## config.mk

```make
export PLATFORM = sky130hd
export DESIGN_NAME = dmi_wb_initiator
export DESIGN_NICKNAME = d
export VERILOG_FILES = /design/src/rtl/dmi_pkg.sv /design/src/rtl/dmi_wb_initiator.sv
export SDC_FILE = /design/constraint.sdc
export NUM_CORES = 1
export LEC_CHECK = 0
export CAP_MARGIN = 20
export CORE_ASPECT_RATIO = 1.25
export CORE_UTILIZATION = 40
export CTS_BUF_LIST = sky130_fd_sc_hd__clkbuf_16
export DETAILED_ROUTE_END_ITERATION = 16
export PLACE_DENSITY = 0.81
export SLEW_MARGIN = 20
export SYNTH_ARGS = -nofsm -noshare
export SYNTH_HDL_FRONTEND = slang
export SYNTH_SLANG_ARGS = --single-unit
```

## constraint.sdc

```tcl
create_clock -name clk_i -period 2.6 [get_ports clk_i]
set_clock_uncertainty 0.1 [all_clocks]
set_input_delay 0.52 -clock clk_i [delete_from_list [all_inputs] [get_ports clk_i]]
set_output_delay 0.52 -clock clk_i [all_outputs]
set_load 0.1 [all_outputs]
```

## src/rtl/dmi_pkg.sv

```systemverilog
// dmi_pkg: definitions shared by the DMI initiator and the debug module.
//   - DMI request op codes and response/sticky status codes
//   - initiator FSM state encoding
//   - DM register word addresses
package dmi_pkg;

  typedef enum logic [1:0] {
    OP_NOP   = 2'd0,
    OP_READ  = 2'd1,
    OP_WRITE = 2'd2,
    OP_RSVD  = 2'd3
  } dmi_op_e;

  typedef enum logic [1:0] {
    STAT_SUCCESS = 2'd0,
    STAT_FAILED  = 2'd2,
    STAT_BUSY    = 2'd3
  } dmi_stat_e;

  localparam logic [1:0] ST_IDLE = 2'd0;
  localparam logic [1:0] ST_BUS  = 2'd1;
  localparam logic [1:0] ST_RESP = 2'd2;

  localparam logic [6:0] DM_DMCONTROL = 7'h10;
  localparam logic [6:0] DM_DMSTATUS  = 7'h11;
  localparam logic [6:0] DM_HARTINFO  = 7'h12;
  localparam logic [6:0] DM_NEXTDM    = 7'h1d;
  localparam logic [6:0] DM_PROGBUF0  = 7'h20;
  localparam logic [6:0] DM_PROGBUF1  = 7'h21;
  localparam logic [6:0] DM_HALTSUM0  = 7'h40;

endpackage

```

## src/rtl/dmi_wb_initiator.sv

```systemverilog
// dmi_wb_initiator: turns DMI requests from a debug transport into single
// Wishbone classic transactions toward the debug module, and returns one
// response per request with sticky (JTAG-DTM style) error status.
//
// Ports:
//   clk_i, rst_i             clock, synchronous active-high reset
//   req_*                    DMI request (valid/ready, op, word addr, data)
//   rsp_*                    DMI response (valid/ready, status op, read data)
//   dmistat_o                sticky status
//   dmi_reset_i              clears sticky status
//   dmi_hardreset_i          aborts FSM/bus, clears sticky, keeps read data
//   dm_wb_*                  Wishbone classic initiator port
//
// state | meaning
// IDLE  | ready for a request, req_ready_o=1
// BUS   | Wishbone cycle in flight, waiting for ack/err or timeout
// RESP  | response presented, waiting for rsp_ready_i
module dmi_wb_initiator
  import dmi_pkg::*;
#(
  parameter int DMI_ABITS      = 7,
  parameter int DMI_DATAW      = 32,
  parameter int WB_ADDRW       = 32,
  parameter int TIMEOUT_CYCLES = 64
) (
  input  logic                   clk_i,
  input  logic                   rst_i,
  input  logic                   req_valid_i,
  output logic                   req_ready_o,
  input  logic [1:0]             req_op_i,
  input  logic [DMI_ABITS-1:0]   req_addr_i,
  input  logic [DMI_DATAW-1:0]   req_data_i,
  output logic                   rsp_valid_o,
  input  logic                   rsp_ready_i,
  output logic [1:0]             rsp_op_o,
  output logic [DMI_DATAW-1:0]   rsp_data_o,
  output logic [1:0]             dmistat_o,
  input  logic                   dmi_reset_i,
  input  logic                   dmi_hardreset_i,
  output logic [WB_ADDRW-1:0]    dm_wb_adr_o,
  output logic [DMI_DATAW-1:0]   dm_wb_dat_o,
  input  logic [DMI_DATAW-1:0]   dm_wb_dat_i,
  output logic                   dm_wb_cyc_o,
  output logic                   dm_wb_stb_o,
  output logic                   dm_wb_we_o,
  output logic [DMI_DATAW/8-1:0] dm_wb_sel_o,
  input  logic                   dm_wb_ack_i,
  input  logic                   dm_wb_err_i
);

  // A zero timeout still needs a 1-bit counter to keep the declaration legal.
  localparam int CNT_W = (TIMEOUT_CYCLES > 0) ? $clog2(TIMEOUT_CYCLES + 1) : 1;
  localparam logic [CNT_W-1:0] CNT_MAX = CNT_W'(TIMEOUT_CYCLES);

  logic [1:0]           r_state;
  logic                 r_cyc;
  logic                 r_we;
  logic [DMI_ABITS-1:0] r_addr;
  logic [DMI_DATAW-1:0] r_wdata;
  logic [DMI_DATAW-1:0] r_rdata;
  logic [1:0]           r_sticky;
  logic [1:0]           r_rsp_op;
  logic [CNT_W-1:0]     r_cnt;

  logic [CNT_W-1:0]     w_cnt_inc;
  logic                 w_timeout;
  logic                 w_idle_req;
  logic                 w_rsvd_err;
  logic                 w_bus_err;
  logic                 w_set_err;
  logic                 w_rd_capture;
  logic [WB_ADDRW-1:0]  w_adr;

  // Saturating increment; the timeout fires on the cycle the count would
  // reach TIMEOUT_CYCLES, so BUS lasts exactly TIMEOUT_CYCLES cycles.
  assign w_cnt_inc  = (r_cnt == CNT_MAX) ? r_cnt : r_cnt + CNT_W'(1);
  assign w_timeout  = (TIMEOUT_CYCLES != 0) && (w_cnt_inc == CNT_MAX);

  assign w_idle_req = (r_state == ST_IDLE) && req_valid_i;
  assign w_rsvd_err = w_idle_req && (r_sticky == STAT_SUCCESS) && (req_op_i == OP_RSVD);
  // err beats ack; ack beats a timeout landing on the same cycle.
  assign w_bus_err  = (r_state == ST_BUS) &&
                      (dm_wb_err_i || (!dm_wb_ack_i && w_timeout));
  assign w_set_err  = w_rsvd_err || w_bus_err;

  assign w_rd_capture = (r_state == ST_BUS) && dm_wb_ack_i && !dm_wb_err_i && !r_we;

  always_comb begin
    w_adr = '0;
    w_adr[DMI_ABITS+1:2] = r_addr;
  end

  always_ff @(posedge clk_i) begin
    if (rst_i || dmi_hardreset_i) begin
      r_state  <= ST_IDLE;
      r_cyc    <= 1'b0;
      r_we     <= 1'b0;
      r_addr   <= '0;
      r_wdata  <= '0;
      r_sticky <= STAT_SUCCESS;
      r_rsp_op <= STAT_SUCCESS;
      r_cnt    <= '0;
    end else begin
      // A new error outranks a simultaneous dmi_reset_i.
      if (w_set_err) begin
        r_sticky <= STAT_FAILED;
      end else if (dmi_reset_i) begin
        r_sticky <= STAT_SUCCESS;
      end

      case (r_state)
        ST_IDLE: begin
          if (req_valid_i) begin
            if (r_sticky != STAT_SUCCESS) begin
              r_rsp_op <= r_sticky;
              r_state  <= ST_RESP;
            end else if (req_op_i == OP_NOP) begin
              r_rsp_op <= STAT_SUCCESS;
              r_state  <= ST_RESP;
            end else if (req_op_i == OP_RSVD) begin
              r_rsp_op <= STAT_FAILED;
              r_state  <= ST_RESP;
            end else begin
              r_addr  <= req_addr_i;
              r_wdata <= req_data_i;
              r_we    <= (req_op_i == OP_WRITE);
              r_cnt   <= '0;
              r_cyc   <= 1'b1;
              r_state <= ST_BUS;
            end
          end
        end
        ST_BUS: begin
          if (dm_wb_err_i) begin
            r_rsp_op <= STAT_FAILED;
            r_cyc    <= 1'b0;
            r_state  <= ST_RESP;
          end else if (dm_wb_ack_i) begin
            r_rsp_op <= STAT_SUCCESS;
            r_cyc    <= 1'b0;
            r_state  <= ST_RESP;
          end else if (w_timeout) begin
            r_rsp_op <= STAT_FAILED;
            r_cyc    <= 1'b0;
            r_state  <= ST_RESP;
          end else begin
            r_cnt <= w_cnt_inc;
          end
        end
        ST_RESP: begin
          if (rsp_ready_i) begin
            r_state <= ST_IDLE;
          end
        end
        default: begin
          r_state <= ST_IDLE;
          r_cyc   <= 1'b0;
        end
      endcase
    end
  end

  // Read data survives dmi_hardreset_i; only a full reset clears it.
  always_ff @(posedge clk_i) begin
    if (rst_i) begin
      r_rdata <= '0;
    end else if (!dmi_hardreset_i && w_rd_capture) begin
      r_rdata <= dm_wb_dat_i;
    end
  end

  assign req_ready_o = (r_state == ST_IDLE);
  assign rsp_valid_o = (r_state == ST_RESP);
  assign rsp_op_o    = r_rsp_op;
  assign rsp_data_o  = r_rdata;
  assign dmistat_o   = r_sticky;

  assign dm_wb_adr_o = w_adr;
  assign dm_wb_dat_o = r_wdata;
  assign dm_wb_cyc_o = r_cyc;
  assign dm_wb_stb_o = r_cyc;
  assign dm_wb_we_o  = r_we;
  assign dm_wb_sel_o = r_cyc ? '1 : '0;

endmodule

```

After elaboration in Yosys (flattened, before gate mapping)
Index checks and enable logic that the tools add are counted.
- register bits: 85
- output and inout port bits: 109
- word-level logic and storage cells: 92
- bitwise operators: 4
- mux-type cells: 36
- eq/ne operators: 16
- reductions and logical operators: 26
- add/sub/neg operators: 1
- operator list (operator ; count):
    7-bit two-way mux ; 8
    2-bit two-way mux ; 16
    7-bit equality test, second input constant ; 2
    2-bit inequality test, second input constant ; 7
    7-bit one-hot mux with 2 select lines ; 1
    1-bit logical AND ; 9
    8-bit AND reduction ; 1
    7-bit by 1-bit adder with 7-bit output, second input constant ; 1
    1-bit two-way mux ; 7
    2-bit equality test, second input constant ; 3
    2-bit zero test ; 3
    2-bit one-hot mux with 3 select lines ; 1
    6-bit AND reduction ; 1
    5-bit AND reduction ; 1
    1-bit zero test ; 4
    4-bit two-way mux ; 1
    4-bit by 1-bit inequality test with 1-bit output, second input constant ; 1
    4-bit inequality test, second input constant ; 1
    1-bit NOT ; 4
    2-bit one-hot mux with 2 select lines ; 1
    4-bit AND reduction ; 1
    2-bit nonzero test ; 2
    1-bit logical OR ; 3
    1-bit one-hot mux with 3 select lines ; 1
    3 further kinds ; 3

Longest topological paths before layout
Gate-level depths: netlist (run 1).
- depth after elaboration: 8
- depth in mapped cells: 8

Least setup slack after synthesis (run 1)
Ideal clock, no wire load.
- path type: register -> output
- start point: reg r_state[1]
- end point: out rsp_valid_o
- path buffers: 0
- slack: 208 ps
- required time: 1980 ps
- arrival: 1772 ps
- stages on the path, launching flop included: 2
- cell sequence: dfxtp_1 > nor2b_1
- word-level cells in the longest chain between the ends: 1
- ends and longest elaborated chain (element ; RTL line ; source):
    start: declaration ; dmi_wb_initiator.sv:55 ; logic [1:0] r_state;
    start signal: assignment ; dmi_wb_initiator.sv:95 ; r_state <= ST_IDLE;
    start signal: assignment ; dmi_wb_initiator.sv:116 ; r_state <= ST_RESP;
    start signal: assignment ; dmi_wb_initiator.sv:119 ; r_state <= ST_RESP;
    2-bit equality test ; dmi_wb_initiator.sv:173 ; assign rsp_valid_o = (r_state == ST_RESP);
    end: declaration ; dmi_wb_initiator.sv:33 ; output logic rsp_valid_o,
No other way between the ends.

Worst setup path in the final report (run 1)
- start point: reg r_cnt[0]
- end point: reg r_rsp_op[1], in the netlist rsp_op_o[1]
- word-level cells in the longest chain between the ends: 5
- elaborated cells on any way between the ends: 6
- those cells by class: add/sub: 1; eq/ne: 3; mux: 1; reduce/logical: 1
- ends and longest elaborated chain (element ; RTL line ; source):
    start: declaration ; dmi_wb_initiator.sv:63 ; logic [CNT_W-1:0] r_cnt;
    start signal: assignment ; dmi_wb_initiator.sv:147 ; r_cnt <= w_cnt_inc;
    7-bit by 1-bit adder with 7-bit output / 7-bit equality test (equally long branches) ; dmi_wb_initiator.sv:76 ; assign w_cnt_inc = (r_cnt == CNT_MAX) ? r_cnt : r_cnt + CNT_W'(1);
    7-bit two-way mux (*) ; dmi_wb_initiator.sv:76 ;
    7-bit equality test (*) ; dmi_wb_initiator.sv:77 ; assign w_timeout = (TIMEOUT_CYCLES != 0) && (w_cnt_inc == CNT_MAX);
    4-bit inequality test (no line) (*) ; - ;
    4-bit AND reduction (no line) (*) ; - ;
    end signal: assignment ; dmi_wb_initiator.sv:115 ; r_rsp_op <= r_sticky;
    end: declaration ; dmi_wb_initiator.sv:62 ; logic [1:0] r_rsp_op;
Mark *: on every way between the ends. The rest lies on a longest branch, timed or not.
A chain may end at the register's enable or synchronous reset.

==> results of run 1 <==
==> power breakdown <==
part           switching [mW]  leakage [nW]  total, mW  internal (mW)
Combinational           0.480          1.31      0.659          0.179
Clock                   0.495         0.135       1.22          0.729
Sequential             0.0148         0.679       1.32           1.31
Total                   0.990          2.12       3.21           2.22
==> how the worst min path moves through the flow <==
stage	endpoint	startpoint	slack, ns
finish	rsp_data_o[27]	rsp_data_o[27]	0.35
global route	dm_wb_dat_o[15]	dm_wb_dat_o[15]	0.37
CTS	dm_wb_dat_o[20]	dm_wb_dat_o[20]	0.36
detailed placement	dm_wb_dat_o[20]	dm_wb_dat_o[20]	0.35
global placement	dm_wb_dat_o[0]	dm_wb_dat_o[0]	0.34
floorplan	dm_wb_cyc_o	r_state[0]	0.37
==> metrics by stage <==
| step | power, mW | util [%] | instance area [sq um] | cells |
|---|---|---|---|---|
| floorplan | 1.843 | - | 3767 | 498 |
| global placement | 2.007 | 57.64 | 5070 | 732 |
| detailed placement | 2.012 | 57.64 | 5070 | 732 |
| CTS | 3.244 | 60.85 | 5353 | 748 |
| global route | 3.331 | 60.85 | 5353 | 748 |
| finish | 3.207 | 60.85 | 5353 | 748 |
==> state kept, by name, indices dropped and copies added, names as in the netlist <==
| signal | flops |
|---|---|
| rsp_data_o | 32 |
| rsp_op_o | 1 |
| r_state | 2 |
| dm_wb_cyc_o | 1 |
| r_cnt | 7 |
| dmistat_o | 1 |
| dm_wb_dat_o | 32 |
| dm_wb_we_o | 1 |
| r_addr | 7 |
==> area by class of cell <==
type	count	area, sq um
clock buffers	9	225.2
fillers	775	3443
clock inverters	7	57.56
repair buffers	175	1514
inverters	8	30.03
flip-flops and latches	84	1682
well taps	120	150.1
multi-input cells	345	1694
==> logic make-up (layout without fill, tap and decap cells) <==
logic type               after synthesis  count (layout)  synth area share (%)
AO/OA/AOI/OAI                        107             107                 16.60
other                                  1              27                0.1022
buffers and inverters                 69             199                 10.91
flip-flops                            84              84                 45.82
XOR/XNOR                               2               2                0.4774
multiplexers                           4               4                 1.091
adder cells (fa/ha/maj)                5               5                 1.705
AND/OR/NAND/NOR                      200             200                 23.29
==> worst max-delay path, delay by kind of cell, from the launching register on <==
family / cells / cell delay, ns
AOI/OAI and AO/OA: 4 / 0.67
DFF: 1 / 0.47
and+or+nand+nor: 1 / 0.45
adders and majority gates: 1 / 0.34
buffers and inverters: 2 / 0.26
==> per-layer routing <==
layer	part of all wire (%)	routed length, um
met1	40	3937
met2	48	4766
met5	0	0
met4	2.6	259
met3	9.0	889
==> cell usage after synthesis (2+ instances only) <==
cell | instances | area share, %
or2_2 | 3 | 0.51
ha_1 | 5 | 1.7
a21o_1 | 2 | 0.41
or3b_2 | 2 | 0.48
dfxtp_1 | 84 | 46
nand2_1 | 158 | 16
nor3_1 | 4 | 0.55
a21oi_1 | 83 | 11
buf_6 | 2 | 0.61
inv_1 | 8 | 0.82
buf_2 | 2 | 0.27
nand2b_1 | 5 | 0.85
nand3_1 | 3 | 0.41
buf_4 | 33 | 6.8
clkbuf_1 | 24 | 2.5
nor4_1 | 2 | 0.34
mux2i_1 | 4 | 1.1
or3_1 | 3 | 0.51
o21ai_0 | 7 | 0.95
nor2_1 | 12 | 1.2
a31oi_1 | 4 | 0.68
nor4b_1 | 2 | 0.48
==> metrics, run 1 <==
outcome completed; Hold-fix buffers, CTS 0; CP max-delay cell dfxtp_1; hold slack 0.3532 ns; WL final 9853 um; layout cell share with drive strength beyond 1 18.79%; Final Critical Period 2.410 ns; vias per cell 4.789; most frequent cells in the layout 158 x nand2_1, 95 x buf_4, 84 x dfxtp_1; CP max stage delay 0.47 ns; Post-synth ARST share 0%; Synth Warn # 0; PortBufs 162; total track usage 21.27%; Startpoint Class flip-flop; row count 38; GRT met2 Usage 34.21%; fmax 0.4149 GHz; register area share after synthesis 45.82%; Lkg Pwr 2.121 nW; Final Max Slew Viols 0; vias in the first global route 3401; Layout Nets 709; gr busiest metal met2; worst path cell trace inv_1 > ha_1 > or3b_2 > a31oi_1 > o32a_1 > buf_4 > o211a_1 > o22ai_1; PnR worst setup slack 0.1897 ns; final hold viol count 0; die height 109.1 um; Pwr per Cell Area 599.1 nW/um^2; RR Endpoint rsp_op_o[1]; worst reg2reg path startpoint r_cnt[0]; Die Wd 87.67 um; crit path to rsp_op_o[1]; R2R cell count 8; Worst Path Max Fanout 10; GRT overflow 0; syn avg cell area 7.775 sq um; Detailed Place HPWL 7272 um; first-pass GRT wire length 15640 um; WS Path Type flip-flop to flip-flop; Critical Path RT 2.71 ns; Final GP Congestion 0.9230; clk_lat worst skew 0.33 ns; Synth Instances 472; Tightest Hold Check Type flip-flop to flip-flop; number of diodes 0; EDFF count, synth 0; root buf cell clkbuf_16; Layout area overhead 45.86%; # resized after CTS 0; global-route track usage on met1 24.75%; clk buf depth 2; ys flop type dfxtp_1; First-pass DRT Iterations 4; cts bufs inserted 9; Hold Path Stages 2; die footprint 9564 sq um; Detailed Route Iter0 Violations 173; maximum vdd drop 0.5248 mV; Netlist cell types 42; CP Capture Type flip-flop; Tcrit/Tclk final 92.70%; Crit path arrival time 2.52 ns; worst setup path startpoint r_cnt[0]; I/O pins 190; Final ANT Viol Nets 0; #FFs+latches synth 84; register-to-register setup slack 0.19 ns; core area 8796 sq um; clk slew on worst S/H paths 0.06 ns; initial antenna violation count 0; H-tree Lvls 3; post-route setup TNS 0 ns; CTS tree yes; Sink Count 84; dpl ws 0.1201 ns; Max Cap Violations 0; synthesized cell area 3670 sq um; Starting Density 41.72%; Residual DRC 0; RSZ-0062 raised after global routing false; most common cell after layout, fill and taps aside nand2_1; DR WL/cell 13.17 um; met3 Use GR 7.570%; largest net degree at the start of global routing 36; final setup fails 0; vias 3582; post-CTS setup buffers 0
No activity file was read; power rests on OpenSTA's default activity.
==> run 2, diff against run 1 <==
Settings changed: ABC_CLOCK_PERIOD_IN_PS set to 2600, PLACE_DENSITY 0.81 to 0.89.
==> run 2 against run 1 <==
Effect of this change:
- setup slack better by 0.016 ns
- hold slack better by 0.0020 ns
- clock power up 11%
- non-clock buffer count up 2
- sequential cell count unchanged
- maximum frequency up 0.66%
- count of clock-buffer cells in the layout unchanged
- design area up 1.8%
- sequential share of layout area down 0.56 points
==> metrics, run 2 (synthesis results as in run 1) <==
most frequent cells in the layout 158 x nand2_1, 94 x buf_4, 84 x dfxtp_1; fin util 61.96% (+1.1 points); largest net degree at the start of global routing 36 (unchanged); Final GP Congestion 0.9415 (+2.0%); clk slew on worst S/H paths 0.06 ns (about the same); vias in the first global route 3568 (+4.9%); Lkg Pwr 2.156 nW (+1.6%); outcome completed; WL final 10280 um (+4.3%); Tightest Hold Check Type flip-flop to flip-flop; Sink Count 84 (unchanged); clk buf depth 2 (unchanged); Critical Path RT 2.72 ns (about the same); Placed Cells 734 (+0.27%); layout cell share with drive strength beyond 1 19.84% (+1.1 points); FILL cells 755 (-2.6%); vias per cell 4.899 (+2.3%); Hold-fix buffers, CTS 0 (unchanged); fmax 0.4176 GHz (+0.66%); PnR worst setup slack 0.2054 ns (+0.01570 ns); final hold viol count 0 (unchanged); cts bufs inserted 9 (unchanged); Max Cap Violations 0 (unchanged); WS Path Type flip-flop to flip-flop; Hold Path Origin r_addr[2]; post-CTS setup buffers 0 (unchanged); Hold Path Stages 2 (unchanged); clk_lat worst skew 0.33 ns (about the same); H-tree Lvls 3 (unchanged); Detailed Place HPWL 7543 um (+3.7%); maximum vdd drop 0.5587 mV (+6.5%); hold slack 0.3552 ns (+0.001957 ns); die height 109.1 um (unchanged); row count 38 (unchanged); Final ANT Viol Nets 0 (unchanged); R2R cell count 8 (unchanged); Worst Path Max Fanout 10 (unchanged); root buf cell clkbuf_16; GRT overflow 0 (unchanged); Layout area overhead 48.52%; PortBufs 162 (unchanged); Final Non-Filler Cells 750 (+0.27%); Finished Cell Area 5450 sq um (+1.8%); vias 3674 (+2.6%); die footprint 9564 sq um (unchanged); First-pass DRT Iterations 4 (unchanged); CTS tree yes; Starting Density 41.72% (unchanged); most common cell after layout, fill and taps aside nand2_1; Worst Hold Endpoint r_addr[2]; final setup fails 0 (unchanged); Residual DRC 0 (unchanged); Die Wd 87.67 um (unchanged); worst reg2reg path startpoint r_cnt[0]; Pwr per Cell Area 615.4 nW/um^2 (+2.7%); Startpoint Class flip-flop; core area 8796 sq um (unchanged); RSZ-0062 raised after global routing false; Final Max Slew Viols 0 (unchanged); initial antenna violation count 0 (unchanged); number of diodes 0 (unchanged); Layout Nets 711 (+0.28%); dpl ws 0.05387 ns (-0.06619 ns); placed cell area 5127 sq um (+1.1%); Tcrit/Tclk final 92.10% (-0.60 points); register-to-register setup slack 0.21 ns (+0.02 ns); Detailed Route Iter0 Violations 172 (-0.58%); DR WL/cell 13.70 um (+4.0%); RR Endpoint rsp_op_o[1]; total track usage 21.76% (+0.49 points); CP Capture Type flip-flop; # resized after CTS 0 (unchanged); Final Critical Period 2.395 ns (-0.01570 ns); post-route setup TNS 0 ns (unchanged); Crit path arrival time 2.51 ns (about the same); Power Total 3.354 mW (+4.6%); I/O pins 190 (unchanged); first-pass GRT wire length 16040 um (+2.6%)
-- run 2: worst max path at each step --
stage                             end  cells after the start  slack [ns]         from
after global routing       r_state[1]                      8        0.07     r_cnt[0]
after detailed placement     r_cnt[4]                      6        0.05  req_valid_i
final                     rsp_op_o[1]                      8        0.21     r_cnt[0]
after floorplan           rsp_valid_o                      1        0.21   r_state[1]
after global placement       r_cnt[4]                      6         0.1  req_valid_i
after CTS                    r_cnt[4]                      8        0.25     r_cnt[0]
-- run 2: area by class of cell --
| type | count | area [sq um] | area share, % |
|---|---|---|---|
| repair buffers | 177 | 1567 | 28.74 |
| multi-input cells | 345 | 1705 | 31.29 |
| clock buffers | 9 | 225.2 | 4.132 |
| well taps | 120 | 150.1 | 2.755 |
| flip-flops and latches | 84 | 1682 | 30.85 |
| clock inverters | 7 | 91.34 | 1.676 |
| inverters | 8 | 30.03 | 0.5510 |
-- run 2: routing by layer --
| metal | share of wire [%] | up-vias | GRT usage [%] |
|---|---|---|---|
| li1 | - | 1804 | - |
| met1 | 39 | 1692 | 24.15 |
| met2 | 52 | 161 | 38.67 |
| met3 | 7.2 | 17 | 6.283 |
| met4 | 1.8 | 0 | 8.782 |
| met5 | 0 | - | 0 |
-- run 2: critical path: stages (launching register included) --
cell and delay, ns:
dfxtp_1 0.48, inv_1 0.08, ha_1 0.33, or3b_2 0.45, a31oi_1 0.23, o32a_1 0.18
buf_4 0.18, o211a_1 0.18, o22ai_1 0.07
-- run 2: power by group --
group,switching (mW),leakage [nW],internal [mW]
Sequential,0.0155,0.679,1.31
Clock,0.514,0.145,0.836
Combinational,0.487,1.33,0.193
Total,1.02,2.16,2.34
